==> src/rtl/byte_unpack_pkg.sv <==
// Shared definitions for the byte unpacker: FSM state encodings and the opcode field position.
// The opcode field position is common with the concatenation-side datapath.
package byte_unpack_pkg;

    typedef enum logic [1:0] {
        ST_IDLE   = 2'd0,
        ST_FIRST  = 2'd1,
        ST_SECOND = 2'd2
    } state_t;

    localparam int OP_MSB = 7;
    localparam int OP_LSB = 4;

endpackage

==> src/rtl/byte_unpack.sv <==
// Receiver-side byte unpacker: undoes the optional inversion of an incoming word and
// streams its two nibbles out over valid/ready, one per cycle, counting completed bytes.
module byte_unpack
    import byte_unpack_pkg::*;
#(
    parameter int HI_FIRST = 1,
    parameter int CNT_W    = 8
) (
    input  logic             clk,
    input  logic             rst,
    input  logic             in_valid,
    output logic             in_ready,
    input  logic [7:0]       in_data,
    input  logic             in_inv,
    output logic             out_valid,
    input  logic             out_ready,
    output logic [3:0]       out_nib,
    output logic             out_last,
    output logic [3:0]       out_op,
    output logic [CNT_W-1:0] byte_cnt
);

    state_t     state;
    state_t     state_nxt;
    logic [7:0] hold;
    logic [7:0] restored;
    logic [3:0] nib_hi;
    logic [3:0] nib_lo;
    logic       accept;

    assign restored = in_data ^ {8{in_inv}};
    assign nib_hi   = hold[OP_MSB:OP_LSB];
    assign nib_lo   = hold[OP_LSB-1:0];
    assign accept   = in_valid && in_ready;

    // Stream outputs depend only on the registered state and hold; in_ready also looks at
    // out_ready so a new byte can be taken while the last nibble of the current one leaves.
    always_comb begin
        state_nxt = state;
        in_ready  = 1'b0;
        out_valid = 1'b0;
        out_last  = 1'b0;
        out_nib   = 4'h0;
        case (state)
            ST_IDLE: begin
                in_ready = 1'b1;
                if (in_valid) state_nxt = ST_FIRST;
            end
            ST_FIRST: begin
                out_valid = 1'b1;
                out_nib   = (HI_FIRST != 0) ? nib_hi : nib_lo;
                if (out_ready) state_nxt = ST_SECOND;
            end
            ST_SECOND: begin
                out_valid = 1'b1;
                out_last  = 1'b1;
                out_nib   = (HI_FIRST != 0) ? nib_lo : nib_hi;
                in_ready  = out_ready;
                if (out_ready) state_nxt = in_valid ? ST_FIRST : ST_IDLE;
            end
            default: state_nxt = ST_IDLE;
        endcase
        if (rst) in_ready = 1'b0;
    end

    // Inversion is undone at accept time, so in_inv only matters on the accepting cycle.
    always_ff @(posedge clk or posedge rst) begin
        if (rst) begin
            state    <= ST_IDLE;
            hold     <= 8'h00;
            out_op   <= 4'h0;
            byte_cnt <= '0;
        end else begin
            state <= state_nxt;
            if (accept) begin
                hold   <= restored;
                out_op <= restored[OP_MSB:OP_LSB];
            end
            if (out_valid && out_ready && out_last) byte_cnt <= byte_cnt + CNT_W'(1);
        end
    end

endmodule
==> config.mk <==
export PLATFORM = sky130hd
export DESIGN_NAME = byte_unpack
export DESIGN_NICKNAME = d
export VERILOG_FILES = /design/src/rtl/byte_unpack_pkg.sv /design/src/rtl/byte_unpack.sv
export SDC_FILE = /design/constraint.sdc
export NUM_CORES = 1
export LEC_CHECK = 0
export BUFFER_PORTS_ARGS = -buffer_cell sky130_fd_sc_hd__buf_2
export CAP_MARGIN = 20
export CORE_MARGIN = 3
export CORE_UTILIZATION = 38
export DETAILED_ROUTE_END_ITERATION = 8
export PLACE_DENSITY = 0.63
export RECOVER_POWER = 100
export SLEW_MARGIN = 20
export SYNTH_ARGS = -nofsm -noshare
export SYNTH_HDL_FRONTEND = slang
export SYNTH_SLANG_ARGS = --single-unit
==> constraint.sdc <==
create_clock -name clk -period 2 [get_ports clk]
set_input_delay 0 -clock clk [delete_from_list [all_inputs] [get_ports clk]]
set_output_delay 0 -clock clk [all_outputs]
set_load 0.05 [all_outputs]
==> metrics.cfg, run 1 <==
[clock_tree]
post_cts_resized=0
cts_tree=yes
clkSinkCount=18
ctsRootBufferMaster=clkbuf_4
cts_max_level=1
insertion_delay_ps=280
cts.path.max_buffers=2
path_clk_slew_ps=90
cts_buffers=3

[routing]
dr.pass1.iters=4
routedWlPerCell_um=12.7
drtIter0Drc=17
vias=719
ant_nets=0
routed_via_density=4.86
routed_wl_mm=1.87
drc=0

[worst_hold_path]
min_from=out_ready
hold_class=input pin to flop

[critical_path]
reg2reg_from=state[0]
startpoint_type=flop
crit_required_ps=2170
critical_path_class=flop to flop
slowest_stage=dfrtp_1
path_buf_inv=1
crit_path_max_fanout=11
path_cells=inv_1 -> ha_2 -> o21ai_1 -> a21oi_4 -> mux2_2
crit_family=compound AO/OA/AOI/OAI gates
cp-end-kind=flop
r2r_slack_ps=180
critPathLaunch=state[0]
arrival_ps=2000
critPathMaxStageDelay_ps=430

[global_routing]
antenna_found_initial=0
grt_pass1_wl_mm=3.19
grt_use_total=0.124
grt_pass1_vias=719
grt_start_max_net_pins=19
grt.overflow.total=0

[pwr]
p_leak_nw=0.550
power_density_nw_per_um2=1690
vdd_drop_max_mv=0.990

[yosys]
muxShareOfSynthArea=0.122
yosys_warnings=0
netlist_instances=89
syn_area_um2=1020
synth.distinct_cells=22
synthAdderAreaFrac=0.0860
synth_compound_gate_area_share=0.0700
avgSynthCellArea_um2=11.4
synth_nets=109
ys.flop_type=dfrtp_1
synth_edf_count=0
synth_top_family_by_area=XOR/XNOR gates
synth-seq-cells=18
synthSimpleGateAreaFrac=0.0946
synth_top_area_frac=0.442
seq_area_frac_synth=0.442
yosysMostFrequentCell=dfrtp_1
synthXorXnorAreaFrac=0.129
synthTopCellsByCount=18 x dfrtp_1, 11 x mux2_2, 10 x xor2_1
yosys-top-cells-area=dfrtp_1 44%, mux2_2 12%, ha_1 8.6%
synth_top_area_cell=dfrtp_1
synthArstFlopShare=1.00

[floorplan]
die_h_um=57.8
io_pins=32
start_util=0.404
die-area_um2=3340
core_um2=2520
die_width_um=57.8
fp-row-count=18

[timing]
finalSetupViolCount=0
hold_viol_final=0
slew_headroom=0.547
fin_skew_ps=2.76
fin_crit_ps=1820
fin_setup_tns_ps=0
finalCritPeriodShare=0.911
fmax_mhz=549
rsz0062_at_grt=false
finalMaxSlewViolations=0
tightestPinTransition_ps=679

[final_layout]
diodes=0
areaGrowthSynthToFinish_pct=17.3
stdcell_area_um2=1190
layout-drive-gt1-share=0.314
nets=140

[placement]
gp_congestion=0.740
place_hpwl_mm=1.51
io_buffers=31
place_area_um2=1180

[outcome]
status=finished clean

[flow_run]
drv_cap=0

layer usage:
layer  wire (µm)  global-route usage  vias to the layer above
met5           0                   0                        -
met3          90              0.0312                        2
met2         910               0.210                       17
met1         861               0.155                      344
met4          10              0.0397                        0
li1            -                   -                      356
worst register-to-register path, stage by stage, from the launching register on:
cell	delay (ps)
dfrtp_1	430
inv_1	130
ha_2	310
o21ai_1	180
a21oi_4	300
mux2_2	380
area by class of cell:
cell class	count	area, µm²
multi-input cells	61	523
flip-flops and latches	18	450
fillers	254	1330
repair buffers	32	146
clock buffers	3	22.5
well taps	30	37.5
inverters	4	15.0
cells by family after synthesis:
logic type      after synthesis
simple gates                 19
flops                        18
xor+xnor                     15
mux                          11
buf+inv                      10
compound gates                9
fa+ha+maj                     7
metrics by stage:
step	cells	setup WS [ps]	total power [W]	hold slack [ps]	utilization
6_report	148	177	0.00202	65.3	0.474
5_1_grt	148	69.4	0.00216	64.3	0.474
4_1_cts	148	238	0.00209	61.8	0.483
3_5_place_dp	144	250	0.00191	157	0.470
3_3_place_gp	144	306	0.00188	168	0.470
2_1_floorplan	89	148	0.00171	-61.4	-
final timing paths:
| kind | endpoint | cells after the start |
|---|---|---|
| setup / recovery | hold[0] | 5 |
| hold / removal | byte_cnt[0] | 3 |
| setup reg to reg | hold[0] | 5 |
| hold reg to reg | byte_cnt[7] | 1 |
| max in group asynchronous | byte_cnt[3] | 3 |
| min in group asynchronous | hold[1] | 3 |
cell usage in the layout, fill, tap and decap left out:
cell / count
xor2_1: 10
clkbuf_4: 3
clkbuf_1: 15
xnor2_1: 5
ha_2: 1
o21ai_1: 1
and4_1: 1
clkbuf_2: 5
nand4_1: 1
ha_1: 6
inv_1: 4
nor3_1: 1
nand3_1: 1
a21oi_1: 1
o22ai_1: 1
dfrtp_1: 18
mux2_2: 11
and3_1: 1
buf_2: 11
nor2_1: 3
a21oi_4: 1
nand2b_1: 1
a21oi_2: 1
a22oi_1: 4
nor2b_2: 4
nand2_1: 6
dlygate4sd3_1: 1
repair_timing:
item,4_1_cts,5_1_grt
setup endpoints to repair,0,0
hold buffers,1,0
setup buffers,0,0
hold endpoints to repair,18,0
report_power, final:
group	switching (W)	internal [W]	total (W)
Clock	0.0000992	0.0000698	0.000169
Combinational	0.000855	0.000368	0.00122
Sequential	0.000126	0.000507	0.000633
state kept, by name (all words and copies together) (netlist names):
name and count:
hold 4, state 2, byte_cnt 8, out_op 4
No activity file was read; power rests on OpenSTA's default activity.
==> inputs of run 2 (changes only) <==
--- a/config.mk
+++ b/config.mk
@@ -8,9 +8,9 @@
 export BUFFER_PORTS_ARGS = -buffer_cell sky130_fd_sc_hd__buf_2
 export CAP_MARGIN = 20
 export CORE_MARGIN = 3
-export CORE_UTILIZATION = 38
+export CORE_UTILIZATION = 45
 export DETAILED_ROUTE_END_ITERATION = 8
-export PLACE_DENSITY = 0.63
+export PLACE_DENSITY = 0.73
 export RECOVER_POWER = 100
 export SLEW_MARGIN = 20
 export SYNTH_ARGS = -nofsm -noshare
==> run 2 against run 1 <==
Net effect:
- cell count decreased by 2.0%
- total power increased by 0.17%
- combinational power about the same
- non-clock buffer count unchanged
- setup slack improved by 57 ps
- global-route usage increased by 3.2 points
==> metrics.cfg, run 2 (synthesis results as in run 1) <==
[clock_tree]
insertion_delay_ps=290  ; about the same
cts_buffers=3  ; unchanged
cts.path.max_buffers=2  ; unchanged
cts_tree=yes
postCtsSetupRepairBufs=0  ; unchanged
ctsRootBufferMaster=clkbuf_4
cts_max_level=1  ; unchanged
path_clk_slew_ps=100  ; about the same
clkSinkCount=18  ; unchanged

[timing]
hold_viol_final=0  ; unchanged
fin_crit_ps=1770  ; -57.3 ps
fin_skew_ps=4.11  ; +1.35 ps
finalMaxSlewViolations=0  ; unchanged
slew_headroom=0.547  ; about the same
finalCritPeriodShare=0.883  ; -0.0286
fmax_mhz=566  ; +3.2%
rsz0062_at_grt=false
finalSetupViolCount=0  ; unchanged
fin_setup_tns_ps=0  ; unchanged
hold_ws_ps=63.7  ; -1.65 ps
tightestPinTransition_ps=679  ; -0.449 ps

[routing]
drtIter0Drc=11  ; -6
wl_met3_um=86  ; -4.4%
met1_length_um=811  ; -5.8%
routed_wl_mm=1.79  ; -4.3%
routedWlPerCell_um=12.4  ; -2.3%
ant_nets=0  ; unchanged
drc=0  ; unchanged
dr.pass1.iters=4  ; unchanged
top_layer_used=met4
vias=715  ; -0.56%
met2WireLength_um=856  ; -5.9%
routed_via_density=4.93  ; +1.5%

[global_routing]
grt_pass1_wl_mm=3.17  ; -0.63%
antenna_found_initial=0  ; unchanged
grt_use_total=0.156  ; +0.0315
grt_pass1_vias=713  ; -0.83%
grt.overflow.total=0  ; unchanged
grt_start_max_net_pins=19  ; unchanged

[floorplan]
die_h_um=53.6  ; -7.3%
die_width_um=53.6  ; -7.3%
die-area_um2=2870  ; -14%
fp-row-count=16  ; -2
start_util=0.499  ; +0.0950
io_pins=32  ; unchanged
core_um2=2040  ; -19%

[placement]
place_area_um2=1180  ; -0.32%
gp_congestion=0.714  ; -3.4%
dp.cells=141  ; -2.1%
place_hpwl_mm=1.41  ; -6.6%
io_buffers=31  ; unchanged

[critical_path]
cp-end-kind=flop
crit_cells=5  ; unchanged
critPathMaxStageDelay_ps=430  ; about the same
crit_family=flip-flops
slowest_stage=dfrtp_1
critical_path_class=flop to flop
crit_path_max_fanout=11  ; unchanged
reg2regPathDepth=5  ; unchanged
crit_required_ps=2180  ; about the same
r2r_slack_ps=230  ; +60 ps
arrival_ps=1950  ; -50 ps
startpoint_type=flop
path_buf_inv=1  ; unchanged
path_cells=inv_1 -> ha_2 -> o21ai_2 -> a21oi_4 -> mux2_2

[final_layout]
largest_register_ffs=8  ; unchanged
final_util=0.585  ; +0.111
diodes=0  ; unchanged
stdcell_area_um2=1190  ; unchanged
largest-register=byte_cnt
final_cell_mix=18 x dfrtp_1, 15 x clkbuf_1, 11 x mux2_2, 11 x buf_2, 10 x xor2_1
nets=140  ; unchanged
areaGrowthSynthToFinish_pct=17.3  ; unchanged
top_regs=byte_cnt (8), hold (4), out_op (4)
fin_cells=145  ; -2.0%
layout-drive-gt1-share=0.322  ; +0.00847
layout_commonest_cell=dfrtp_1

[worst_hold_path]
holdPathStages=3  ; unchanged
hold_class=input pin to flop

[outcome]
status=finished clean

[pwr]
power_density_nw_per_um2=1700  ; +0.17%
vdd_drop_max_mv=1.18  ; +19%
p_leak_nw=0.550  ; +0.11%

[flow_run]
drv_cap=0  ; unchanged

run 2: cell type report:
type,count,area [µm²]
timing repair buffer,32,146
inverter,4,15.0
clock buffer,3,22.5
sequential,18,450
multi-input combinational,61,527
tap,27,33.8
fill,200,847
run 2: path summary, 6_finish.rpt:
path | start | endpoint
max | state[0] | out_op[1]
min | out_ready | byte_cnt[0]
max reg2reg | state[0] | out_op[1]
min reg2reg | byte_cnt[7] | byte_cnt[7]
max in group asynchronous | rst | byte_cnt[4]
min in group asynchronous | rst | hold[2]
run 2: stage by stage:
stage	total power, W	worst slack, ps
detailed placement	0.00190	233
global route	0.00217	92.1
finish	0.00203	235
floorplan	0.00171	148
CTS	0.00207	227
global placement	0.00187	303
run 2: per-layer routing:
metal / GRT usage / vias up
li1: - / 352
met1: 0.197 / 341
met2: 0.251 / 17
met3: 0.0332 / 5
met4: 0.0766 / 0
met5: 0 / -
run 2: worst min-delay path, delay by kind of cell:
family | cells | cell delay, ps
buf+inv | 1 | 130
xor+xnor | 1 | 70
simple gates | 1 | 110
run 2: repair_timing:
item,4_1_cts,5_1_grt
setup endpoints to repair,0,0
hold buffers,1,0
gates resized for setup,0,0
endpoints found under the hold margin,18,0
run 2: report_power, final:
group          internal, W  switching [W]
registers         0.000507       0.000118
clock network    0.0000700       0.000104
logic             0.000372       0.000858
total             0.000948        0.00108
==> inputs of run 3 (changes only) <==
--- a/config.mk
+++ b/config.mk
@@ -5,12 +5,13 @@
 export SDC_FILE = /design/constraint.sdc
 export NUM_CORES = 1
 export LEC_CHECK = 0
+export ABC_AREA = 1
 export BUFFER_PORTS_ARGS = -buffer_cell sky130_fd_sc_hd__buf_2
 export CAP_MARGIN = 20
 export CORE_MARGIN = 3
-export CORE_UTILIZATION = 45
+export CORE_UTILIZATION = 52
 export DETAILED_ROUTE_END_ITERATION = 8
-export PLACE_DENSITY = 0.73
+export PLACE_DENSITY = 0.8
 export RECOVER_POWER = 100
 export SLEW_MARGIN = 20
 export SYNTH_ARGS = -nofsm -noshare
==> run 3 against run 2 <==
Net effect:
- fmax fell by 5.9%
- first-iteration DRC count rose by 45%
- via count rose by 52%
- synthesized area rose by 23%
- die area rose by 5.8%
- clock-buffer cell count rose by 1
- sequential share of layout area fell by 5.3 points
- synthesized cell count rose by 80%
==> metrics.cfg, run 3 <==
[floorplan]
start_util=0.556  ; +0.0573
die-area_um2=3040  ; +5.8%
die_h_um=55.1  ; +2.8%
core_um2=2250  ; +10%
die_width_um=55.1  ; +2.8%
io_pins=32  ; unchanged
fp-row-count=17  ; +1

[clock_tree]
cts_buffers=3  ; unchanged
insertion_delay_ps=290  ; about the same
postCtsSetupRepairBufs=0  ; unchanged
cts.path.max_buffers=2  ; unchanged
cts_tree=yes
path_clk_slew_ps=110  ; about the same
ctsRootBufferMaster=clkbuf_4
clkSinkCount=18  ; unchanged
cts_max_level=1  ; unchanged

[yosys]
yosysMostFrequentCell=nand2_1
yosys_warnings=0  ; unchanged
synth_top_area_frac=0.359  ; -0.0830
synth.distinct_cells=24  ; +9.1%
syn_area_um2=1250  ; +23%
seq_area_frac_synth=0.359  ; -0.0830
synth-seq-cells=18  ; unchanged
netlist_instances=160  ; +80%
yosys-top-cells-area=dfrtp_1 36%, nand2_1 20%, ha_1 7.0%
synthArstFlopShare=1.00  ; unchanged
synthTopCellsByCount=67 x nand2_1, 23 x inv_1, 18 x dfrtp_1
synth_edf_count=0  ; unchanged
synth_top_area_cell=dfrtp_1
avgSynthCellArea_um2=7.84  ; -32%
ys.flop_type=dfrtp_1
synth_nets=180  ; +65%

[timing]
tightestPinTransition_ps=710  ; +31.9 ps
fin_crit_ps=1880  ; +111 ps
setup_slack_ps=124  ; -111 ps
fin_setup_tns_ps=0  ; unchanged
hold_viol_final=0  ; unchanged
finalMaxSlewViolations=0  ; unchanged
finalSetupViolCount=0  ; unchanged
hold_ws_ps=48.3  ; -15.4 ps
slew_headroom=0.526  ; -0.0213
fmax_mhz=533  ; -5.9%
finalCritPeriodShare=0.938  ; +0.0555
rsz0062_at_grt=false
fin_skew_ps=6.08  ; +1.97 ps

[critical_path]
critical_path_class=flop to output port
path_cells=inv_1 -> ha_2 -> nor2_2 -> nor2_8 -> and2_1 -> buf_2
startpoint_type=flop
cp-end-kind=output port
slowest_stage=dfrtp_1
crit_path_max_fanout=10  ; -1
arrival_ps=1880  ; -70 ps
critPathMaxStageDelay_ps=450  ; +20 ps
crit_required_ps=2000  ; -180 ps

[routing]
routed_via_density=5.02  ; +1.8%
routedWlPerCell_um=12.0  ; -2.7%
vias=1089  ; +52%
drtIter0Drc=16  ; +5
dr.pass1.iters=4  ; unchanged
routed_wl_mm=2.61  ; +46%
drc=0  ; unchanged
ant_nets=0  ; unchanged

[final_layout]
final_cell_mix=67 x nand2_1, 23 x inv_1, 18 x dfrtp_1, 14 x clkbuf_1, 13 x buf_2
largest_register_ffs=8  ; unchanged
nets=210  ; +50%
final_util=0.617  ; +0.0314
top_regs=byte_cnt (8), hold (4), out_op (4)
fill_cells=232  ; +16%
diodes=0  ; unchanged
multi_input_area_um2=631  ; +20%
seqCellArea_um2=450  ; unchanged
layout_commonest_cell=nand2_1
largest-register=byte_cnt
areaGrowthSynthToFinish_pct=10.9
layout-drive-gt1-share=0.185  ; -0.137
fin_cells=217  ; +50%

[placement]
pre_cts_ws_ps=295  ; +61.9 ps
dp.cells=212  ; +50%
place_hpwl_mm=2.04  ; +44%
io_buffers=31  ; unchanged
gp_congestion=0.760  ; +6.3%

[outcome]
status=finished clean

[worst_hold_path]
hold_class=input pin to flop

[global_routing]
grt_start_max_net_pins=19  ; unchanged
grt_pass1_wl_mm=4.16  ; +31%
grt_use_total=0.190  ; +0.0341
antenna_found_initial=0  ; unchanged
grt.overflow.total=0  ; unchanged
grt_pass1_vias=994  ; +39%

[pwr]
power_density_nw_per_um2=1490  ; -12%
vdd_drop_max_mv=0.823  ; -30%
p_leak_nw=0.780  ; +42%

[flow_run]
drv_cap=0  ; unchanged

## run 3: cell types whose count changed after synthesis, moves of 3 or more
cell / before / now
nor2b_1: 4 / 0
nand2_1: 6 / 67
nor2_1: 3 / 0
mux2_2: 11 / 0
xor2_1: 10 / 2
xnor2_1: 5 / 2
a21oi_1: 2 / 5
a22oi_1: 4 / 0
nand4_1: 1 / 10
inv_1: 4 / 23
## run 3: logic make-up after synthesis
| kind of cell | share of synthesized area |
|---|---|
| xor+xnor | 0.0409 |
| fa+ha+maj | 0.0699 |
| compound gates | 0.0259 |
| buf+inv | 0.113 |
| simple gates | 0.391 |
| flops | 0.359 |
## run 3: repair_timing
| item | in CTS | in global routing |
|---|---|---|
| endpoints found under the hold margin | 18 | 0 |
| setup endpoints to repair | 1 | 0 |
| hold buffers | 1 | 0 |
| resized for setup | 1 | 0 |
## run 3: critical path, delay by kind of cell, from the launching register on
kind                     cells  cell delay, ps
adder cells (fa/ha/maj)      1             340
AND/OR/NAND/NOR              3             410
flip-flops                   1             450
buffers and inverters        2             390
## run 3: final timing paths
path                       depth (start not counted)      start          end  slack, ps
setup / recovery                                   6   state[0]     in_ready        120
hold / removal                                     3  out_ready  byte_cnt[0]         50
setup reg to reg                                   7   state[0]    out_op[2]        280
hold reg to reg                                    2    hold[0]      hold[0]        510
max in group asynchronous                          3        rst  byte_cnt[5]       1080
min in group asynchronous                          3        rst      hold[2]        470
## run 3: cell type report
class / count / area share
Multi-Input combinational cell: 111 / 0.454
Sequential cell: 18 / 0.324
Timing Repair Buffer: 32 / 0.106
Inverter: 24 / 0.0648
Clock buffer: 4 / 0.0261
Tap cell: 28 / 0.0252
## run 3: report_power, final
part | switching, W | internal [W] | total (W) | leakage (nW)
clock | 0.000114 | 0.000111 | 0.000225 | 0.0210
combinational | 0.000939 | 0.000293 | 0.00123 | 0.532
sequential | 0.000125 | 0.000491 | 0.000616 | 0.226
total | 0.00118 | 0.000895 | 0.00207 | 0.780
## run 3: metal layers
layer  vias to the layer above  share of wire  global-route usage
met5                         -              0                   0
met4                         0          0.014              0.0810
met3                         4          0.047              0.0241
met2                        31           0.52               0.341
met1                       508           0.42               0.224
li1                        546              -                   -
## run 3: per-stage QoR
stage               instance area, µm²  total power [W]
finish                            1390          0.00207
global route                      1390          0.00222
CTS                               1460          0.00215
detailed placement                1410          0.00192
global placement                  1410          0.00188
floorplan                         1270          0.00172
